--- config.mk ---
export PLATFORM = sky130hd
export DESIGN_NAME = exc_deleg_trap_ctrl
export DESIGN_NICKNAME = d
export VERILOG_FILES = /design/src/rtl/exc_deleg_trap_ctrl.sv
export SDC_FILE = /design/constraint.sdc
export NUM_CORES = 1
export LEC_CHECK = 0
export ABC_AREA = 0
export ABC_CLOCK_PERIOD_IN_PS = 2000
export CAP_MARGIN = 5
export CORE_AREA = 2 2 184 186
export CTS_CLUSTER_DIAMETER = 40
export DETAILED_ROUTE_END_ITERATION = 6
export DIE_AREA = 0 0 186 188
export GPL_TIMING_DRIVEN = 0
export HOLD_SLACK_MARGIN = 0.02
export PLACE_DENSITY = 0.53
export SYNTH_ARGS = -nofsm -noshare
export SYNTH_HDL_FRONTEND = slang
export SYNTH_SLANG_ARGS = --single-unit
--- constraint.sdc ---
create_clock -name clk -period 2 [get_ports clk]
set_input_delay 0.3 -clock clk [delete_from_list [all_inputs] [get_ports clk]]
set_output_delay 0.3 -clock clk [all_outputs]
set_load 0.01 [all_outputs]
--- src/rtl/exc_deleg_trap_ctrl.sv ---
// Exception resolver and trap request register: picks the highest-priority raw
// exception, decides S vs M via the masked medeleg, and holds the request until acked.
module exc_deleg_trap_ctrl #(
    parameter int              XLEN       = 64,
    parameter int              NUM_EXC    = 16,
    parameter logic [XLEN-1:0] DELEG_MASK = 64'h0000_0000_0000_B3FF
) (
    input  logic               clk,
    input  logic               rst,
    input  logic [3:0]         priv,
    input  logic               valid,
    input  logic [NUM_EXC-1:0] exc_vec,
    input  logic [XLEN-1:0]    exc_tval,
    input  logic [XLEN-1:0]    exc_pc,
    input  logic               flush,
    input  logic               csr_write,
    input  logic               mrw_medeleg_sel,
    input  logic [XLEN-1:0]    data_csr,
    output logic [XLEN-1:0]    medeleg,
    output logic               trap_valid,
    input  logic               trap_ack,
    output logic [XLEN-1:0]    trap_cause,
    output logic [XLEN-1:0]    trap_tval,
    output logic [XLEN-1:0]    trap_pc,
    output logic               trap_target_s,
    output logic               trap_target_m,
    output logic               exc_stall
);

    localparam int CW    = (NUM_EXC > 1) ? $clog2(NUM_EXC) : 1;
    localparam int NPRIO = 14;
    localparam int PRIO [NPRIO] = '{3, 12, 1, 2, 0, 9, 8, 11, 6, 4, 15, 13, 7, 5};
    localparam logic [NUM_EXC-1:0] ONE = 1;

    typedef enum logic {IDLE, PEND} state_t;

    state_t        state, state_nxt;
    logic          any_exc, cap_req, load;
    logic [CW-1:0] win;
    logic          win_s;
    logic          unused_priv;

    assign unused_priv = ^priv[2:0];
    assign any_exc     = valid & (|exc_vec);
    assign cap_req     = any_exc & ~flush;

    // Fixed priority list first, then any remaining bit lowest-index first.
    always_comb begin : prio
        logic               found;
        logic [NUM_EXC-1:0] sh;
        found = 1'b0;
        win   = '0;
        sh    = '0;
        for (int k = 0; k < NPRIO; k++) begin
            if (PRIO[k] < NUM_EXC) begin
                sh = exc_vec >> PRIO[k];
                if (!found && sh[0]) begin
                    win   = CW'(PRIO[k]);
                    found = 1'b1;
                end
            end
        end
        for (int i = 0; i < NUM_EXC; i++) begin
            sh = exc_vec >> i;
            if (!found && sh[0]) begin
                win   = CW'(i);
                found = 1'b1;
            end
        end
    end

    // Uses the pre-write medeleg, so a same-cycle CSR write does not affect capture.
    assign win_s = ~priv[3] & (|(medeleg[NUM_EXC-1:0] & (ONE << win)));

    always_ff @(posedge clk or negedge rst) begin
        if (!rst) state <= IDLE;
        else      state <= state_nxt;
    end

    always_comb begin
        state_nxt = state;
        case (state)
            IDLE: if (cap_req) state_nxt = PEND;
            PEND: begin
                if (flush)         state_nxt = IDLE;
                else if (trap_ack) state_nxt = cap_req ? PEND : IDLE;
            end
            default: state_nxt = IDLE;
        endcase
    end

    always_comb begin
        trap_valid = (state == PEND);
        load       = cap_req & ((state == IDLE) | trap_ack);
        exc_stall  = (state == PEND) & any_exc & ~trap_ack;
    end

    always_ff @(posedge clk or negedge rst) begin
        if (!rst) begin
            trap_cause    <= '0;
            trap_tval     <= '0;
            trap_pc       <= '0;
            trap_target_s <= 1'b0;
            trap_target_m <= 1'b0;
        end else if (load) begin
            trap_cause    <= XLEN'(win);
            trap_tval     <= exc_tval;
            trap_pc       <= exc_pc;
            trap_target_s <= win_s;
            trap_target_m <= ~win_s;
        end else if (state_nxt == IDLE) begin
            trap_target_s <= 1'b0;
            trap_target_m <= 1'b0;
        end
    end

    always_ff @(posedge clk or negedge rst) begin
        if (!rst)                               medeleg <= '0;
        else if (csr_write && mrw_medeleg_sel)  medeleg <= data_csr & DELEG_MASK;
    end

endmodule

==> results of run 1 <==
==> area by class of cell <==
class,count,area [sq um]
antenna,1,2.50
buffer,141,1040
clock buffer,19,443
clock inverter,13,195
fill,3436,21300
inverter,4,15.0
multi-input combinational,582,2610
sequential,148,3700
tap,448,561
timing repair buffer,323,3210
==> power groups by stage <==
stage                     Sequential [mW]  Clock (mW)  Combinational (mW)
final                                3.67        3.53                2.50
after global routing                 3.73        3.78                2.72
after CTS                            3.68        3.68                2.52
after detailed placement             3.72           0                2.51
after global placement               3.71           0                2.50
after floorplan                      3.91           0               0.767
==> metal layers <==
layer | share of wire, % | GRT usage (%) | vias up
li1 | - | - | 3074
met1 | 39 | 14.2 | 2774
met2 | 49 | 22.1 | 272
met3 | 10 | 5.52 | 20
met4 | 1.7 | 4.21 | 0
met5 | 0 | 0 | -
==> worst reg2reg max path, delay by kind of cell, from the launching register on <==
kind	cells	cell delay [ns]
buf+inv	3	0.67
simple gates	4	0.65
flops	1	0.39
==> registers in the layout (all words and copies together), names as in the netlist <==
signal	flops
trap_target_m	1
trap_cause	4
trap_valid	1
trap_pc	64
medeleg	13
trap_target_s	1
trap_tval	64
==> repair_timing <==
item / CTS / global route
gates resized for setup: 27 / 24
setup buffers: 5 / 3
endpoints found under the setup margin: 135 / 108
hold buffers: 1 / 0
hold endpoints to repair: 69 / 0
pin swaps: 8 / 11
==> logic make-up (layout without fill, tap and decap cells) <==
family	Yosys count	after routing	synth area share, %
flip-flops	148	148	54.0
multiplexers	17	17	2.81
other	1	112	0.0547
AO/OA/AOI/OAI	33	33	3.52
AND/OR/NAND/NOR	421	421	24.8
buffers and inverters	145	500	14.8
==> placed cells by master (no fill, tap or decap), types with 3 or more instances in the layout <==
cell / Yosys / routed
nand2_1: 390 / 389
clkdlybuf4s50_1: 0 / 297
dfrtp_1: 148 / 148
buf_4: 118 / 122
conb_1: 1 / 111
buf_2: 20 / 19
clkbuf_16: 0 / 17
mux2_2: 14 / 14
dlygate4sd2_1: 0 / 9
a21oi_1: 6 / 6
nor2_1: 7 / 6
buf_6: 0 / 5
inv_1: 4 / 4
o21ai_1: 2 / 4
inv_6: 0 / 4
bufinv_16: 0 / 4
nor4_4: 2 / 3
nand2b_1: 3 / 3
buf_8: 0 / 3
o31ai_1: 5 / 3
a21o_1: 3 / 3
o21ai_0: 5 / 3
clkinvlp_4: 0 / 3
clkdlybuf4s15_1: 0 / 3
==> how the worst max path moves through the flow <==
stage | from | to | slack (ns) | cells after the start
after detailed placement | exc_vec[1] | trap_tval[17] | -1.16 | 10
after global placement | rst | trap_pc[52] | -6.19 | 1
after CTS | exc_vec[13] | exc_stall | 0.004 | 6
after floorplan | exc_vec[15] | trap_target_s | 0.03 | 7
final | exc_vec[7] | trap_target_s | 0.04 | 8
after global routing | exc_vec[7] | trap_target_s | -0.0008 | 8
==> impl_metrics.json, run 1 <==
{
  "grt_max_degree": 80,
  "worstSetupPathType": "in2reg",
  "r2r-start": "trap_valid",
  "synth_area_leaders": "dfrtp_1 54%, nand2_1 21%, buf_4 13%, mux2_2 2.3%, buf_2 1.5%",
  "grt-ovfl-total": 0,
  "hold_violations": 0,
  "yosys-top-cells-count": "390 x nand2_1, 148 x dfrtp_1, 118 x buf_4, 20 x buf_2, 14 x mux2_2",
  "async_flop_share_pct": 100,
  "final_max_slew_viol_count": 0,
  "reg2reg_slack_ns": 0.24,
  "yosysSeqAreaShare_pct": 54.0,
  "globalplace.congestion": 0.745,
  "cts_tree": "done",
  "synth.most_common_cell": "nand2_1",
  "hold_depth": 3,
  "crit_fanout": 4,
  "synth_edf_count": 0,
  "status": "complete, no violations",
  "synth_area_sq_um": 6860,
  "synth_top_area_share_pct": 54.0,
  "htreeDepth": 4,
  "core_area_sq_um": 33100,
  "ys_warn_count": 0,
  "tightest_slew_ns": 0.606,
  "instances_no_fill": 1679,
  "vias_per_cell": 3.66,
  "grt_antenna_before_repair": 1,
  "tns_ns": 0,
  "critical_path.top_delay_family": "compound AO/OA/AOI/OAI gates",
  "io_buffers": 313,
  "peakVddDrop_mv": 0.522,
  "min-delay-start": "exc_tval[47]",
  "skew_ns": 0.00660,
  "max_stage_delay_ns": 0.57,
  "path_buf_inv": 1,
  "fin_util_pct": 35.6,
  "clk_latency_ns": 0.43,
  "drc": 0,
  "crit_required_ns": 2.32,
  "fin_ws_ns": 0.0358,
  "die_x_um": 186,
  "r2r_end": "trap_tval[42]",
  "num_vias": 6140,
  "drtIter0Drc": 154,
  "relSlewSlack_pct": 59.3,
  "intPower_mw": 6.98,
  "fmax_mhz": 509,
  "drtAntennaViolNets": 0,
  "place_inst": 1637,
  "cts_buffer_depth": 2,
  "p_clk_share_pct": 36.4,
  "slowest_stage": "or4_4",
  "cp-start-kind": "input port",
  "min_period_over_period_pct": 98.2,
  "root_buffer": "clkbuf_16",
  "synth-seq-cells": 148,
  "synth.largest_area_cell": "dfrtp_1",
  "arrival_ns": 2.29,
  "pwr_density_cell_nw_per_um2": 823,
  "cap_viol_max_count": 0,
  "syn_inst": 765,
  "reg2regPathDepth": 7,
  "avgSynthCellArea_sq_um": 8.96,
  "wire_per_inst_um": 13.5,
  "power_leakage_nw": 5.86,
  "p_total_mw": 9.69,
  "placed_area_sq_um": 11000,
  "drt_pass1_iterations": 4,
  "setup_viol": 0,
  "grt_pass1_vias": 5924,
  "area_growth_pct": 71.7,
  "combPwrFrac_pct": 25.8,
  "io_pins": 479,
  "fin_crit_ns": 1.96,
  "synth_ff_type": "dfrtp_1",
  "die_height_um": 188,
  "post-place-ws_ns": -1.16,
  "postLayoutCellArea_sq_um": 11800,
  "start_util_pct": 20.7,
  "cp-end-kind": "register",
  "drt-total-wl_um": 22700,
  "path_cells": "dlygate4sd2_1 -> or4_4 -> and4_4 -> o31ai_2 -> o2111ai_1 -> o211ai_1 -> a221oi_2 -> a32o_2",
  "cts_buffers": 17,
  "dieArea_sq_um": 35000,
  "hpwl_um": 17200,
  "layout.nets": 1436,
  "cts.sinks": 148,
  "min_to": "trap_tval[47]",
  "grt_pass1_wl_um": 34000,
  "whs_ns": 0.385,
  "grtUsageTotal_pct": 12.9,
  "p_sw_share_pct": 28.0,
  "synth_cell_types": 45,
  "rows": 67,
  "hold_class": "in2reg",
  "drive_gt1_share_pct": 17.6,
  "p_sw_mw": 2.72,
  "seqPwrFrac_pct": 37.9,
  "path_clk_slew_ns": 0.07
}
No activity file was read; power rests on OpenSTA's default activity.
==> run 2, diff against run 1 <==
--- a/config.mk
+++ b/config.mk
@@ -7,7 +7,7 @@
 export LEC_CHECK = 0
 export ABC_AREA = 0
 export ABC_CLOCK_PERIOD_IN_PS = 2000
-export CAP_MARGIN = 5
+export CAP_MARGIN = 25
 export CORE_AREA = 2 2 184 186
 export CTS_CLUSTER_DIAMETER = 40
 export DETAILED_ROUTE_END_ITERATION = 6
==> results of run 2 <==
Same layout as run 1: the final DEF is identical, and so are final timing and power.
==> run 3, diff against run 2 <==
--- a/config.mk
+++ b/config.mk
@@ -7,7 +7,6 @@
 export LEC_CHECK = 0
 export ABC_AREA = 0
 export ABC_CLOCK_PERIOD_IN_PS = 2000
-export CAP_MARGIN = 25
 export CORE_AREA = 2 2 184 186
 export CTS_CLUSTER_DIAMETER = 40
 export DETAILED_ROUTE_END_ITERATION = 6
@@ -15,6 +14,7 @@
 export GPL_TIMING_DRIVEN = 0
 export HOLD_SLACK_MARGIN = 0.02
 export PLACE_DENSITY = 0.53
+export SETUP_SLACK_MARGIN = 0.1
 export SYNTH_ARGS = -nofsm -noshare
 export SYNTH_HDL_FRONTEND = slang
 export SYNTH_SLANG_ARGS = --single-unit
==> run 3 against run 2 <==
Critical path depth unchanged. Clock skew increased by 0.0015 ns. Worst hold slack lost 0.047 ns. Sequential share of layout area rose by 0.063 points. Worst setup slack better by 0.11 ns. First-iteration DRC count up 12%. Register-to-register slack got worse by 0.02 ns. Highest routed layer unchanged.
==> impl_metrics.json, run 3 (synthesized netlist as in run 1, its figures left out) <==
{
  "status": "complete, no violations",
  "rsz0062_at_grt": "false",
  "drive_gt1_share_pct": 18.5,
  "die_x_um": 186,
  "reg2reg_slack_ns": 0.22,
  "vias_per_cell": 3.69,
  "area_growth_pct": 71.4,
  "skew_ns": 0.00815,
  "p_clk_share_pct": 35.9,
  "diodes": 0,
  "drtAntennaViolNets": 0,
  "cts_buffers": 17,
  "cap_viol_max_count": 0,
  "start_util_pct": 20.7,
  "core_area_sq_um": 33100,
  "setup_viol": 0,
  "grtUsageTotal_pct": 13.0,
  "drt_pass1_iterations": 4,
  "grt-ovfl-total": 0,
  "hold_violations": 0,
  "r2r-start": "trap_valid",
  "seqPwrFrac_pct": 38.2,
  "fin_util_pct": 35.5,
  "worstSetupPathType": "in2reg",
  "min_period_over_period_pct": 92.6,
  "cts_buffer_depth": 2,
  "fin_crit_ns": 1.85,
  "final_max_slew_viol_count": 0,
  "io_pins": 479,
  "dieArea_sq_um": 35000,
  "die_height_um": 188,
  "globalplace.congestion": 0.749,
  "crit_start": "exc_vec[13]",
  "cp-start-kind": "input port",
  "pwr_density_cell_nw_per_um2": 818,
  "crit_fanout": 5,
  "r2r_end": "trap_tval[45]",
  "io_buffers": 313,
  "htreeDepth": 4,
  "p_sw_share_pct": 28.3,
  "tightest_slew_ns": 0.575,
  "path_clk_slew_ns": 0.06,
  "placed_area_sq_um": 11000,
  "peakVddDrop_mv": 0.522,
  "clk_latency_ns": 0.44,
  "cts.sinks": 148,
  "p_total_mw": 9.61,
  "crit_required_ns": 2.37,
  "hpwl_um": 17200,
  "relSlewSlack_pct": 61.7,
  "arrival_ns": 2.22,
  "grt_pass1_vias": 5849,
  "drc": 0,
  "grt_max_degree": 82,
  "grt_antenna_before_repair": 0,
  "grt_pass1_wl_um": 34300,
  "instances_no_fill": 1676,
  "place_inst": 1637,
  "crit_end": "trap_target_s",
  "num_vias": 6190,
  "intPower_mw": 6.89,
  "wire_per_inst_um": 13.5,
  "reg2regPathDepth": 7,
  "rows": 67,
  "drt-total-wl_um": 22600,
  "combPwrFrac_pct": 26.0,
  "cp-end-kind": "register",
  "drtIter0Drc": 173,
  "layout.nets": 1434,
  "layout.cells.most_common": "nand2_1",
  "layout_common_cells": "388 x nand2_1, 295 x clkdlybuf4s50_1, 148 x dfrtp_1, 126 x buf_4, 111 x conb_1",
  "root_buffer": "clkbuf_16",
  "power_leakage_nw": 5.85,
  "postLayoutCellArea_sq_um": 11800,
  "fmax_mhz": 540,
  "p_sw_mw": 2.72,
  "cts_tree": "done",
  "top_regs": "trap_pc x64, trap_tval x64, medeleg x13",
  "hold_class": "in2reg"
}
==> run 3: changes by cell type in the layout (fill, tap and decap cells not counted), sizes merged <==
cell and change:
clkbuf +7, dlymetal6s2s +2, dlygate4sd2 -6, clkinv -2
clkdlybuf4s50 -2, inv +1, diode -1, clkinvlp +2
bufinv -1, clkdlybuf4s15 -3
==> run 3: worst min path at each step <==
| stage | startpoint | to | slack, ns | cells past startpoint |
|---|---|---|---|---|
| 2_1_floorplan | rst | medeleg[0] | 0.004 | 0 |
| 3_3_place_gp | trap_pc[36] | trap_pc[36] | 0.46 | 2 |
| 3_5_place_dp | rst | trap_tval[52] | 0.30 | 1 |
| 4_1_cts | exc_tval[32] | trap_tval[32] | 0.35 | 3 |
| 5_1_grt | exc_vec[7] | trap_valid | 0.33 | 5 |
| 6_report | exc_vec[7] | trap_valid | 0.34 | 5 |
==> run 3: layout make-up <==
class / instances / area [sq um]
buffer: 141 / 1050
inverter: 4 / 15.0
clock buffer: 19 / 453
tap: 448 / 561
sequential: 148 / 3700
timing repair buffer: 321 / 3170
multi-input combinational: 582 / 2630
fill: 3407 / 21400
clock inverter: 13 / 171
==> run 3: metal layers <==
| metal | GRT usage [%] | share of wire, % | vias to the layer above |
|---|---|---|---|
| li1 | - | - | 3074 |
| met1 | 15.0 | 39 | 2811 |
| met2 | 21.8 | 48 | 280 |
| met3 | 5.24 | 11 | 25 |
| met4 | 4.09 | 1.5 | 0 |
| met5 | 0 | 0 | - |
==> run 3: worst max-delay path, stage by stage <==
cell and delay [ns]:
buf_4 0.13, or4_4 0.54, nand4_4 0.10, nand3_4 0.13, mux2i_4 0.23, o221a_1 0.28, a221oi_2 0.34, a32o_1 0.18
==> run 3: stage by stage <==
stage	setup TNS [ns]	hold slack, ns	worst slack (ns)
2_1_floorplan	0	0.00441	0.0349
3_3_place_gp	-1040.40	0.457	-6.08
3_5_place_dp	-145.96	0.301	-1.28
4_1_cts	0	0.348	0.105
5_1_grt	0	0.327	0.0981
6_report	0	0.338	0.148
==> run 3: power by group through the flow <==
stage / clock network [mW] / registers [mW] / logic, mW
3_3_place_gp: 0 / 3.71 / 2.49
5_1_grt: 3.70 / 3.73 / 2.74
6_report: 3.45 / 3.67 / 2.50
4_1_cts: 3.58 / 3.67 / 2.53
3_5_place_dp: 0 / 3.72 / 2.50
2_1_floorplan: 0 / 3.91 / 0.768
==> run 3: repair_timing <==
| item | CTS | global route |
|---|---|---|
| pin swaps | 10 | 12 |
| setup endpoints to repair | 135 | 133 |
| gates resized for setup | 45 | 40 |
| hold endpoints to repair | 67 | 0 |
| hold buffers | 1 | 0 |
| setup buffers | 5 | 1 |
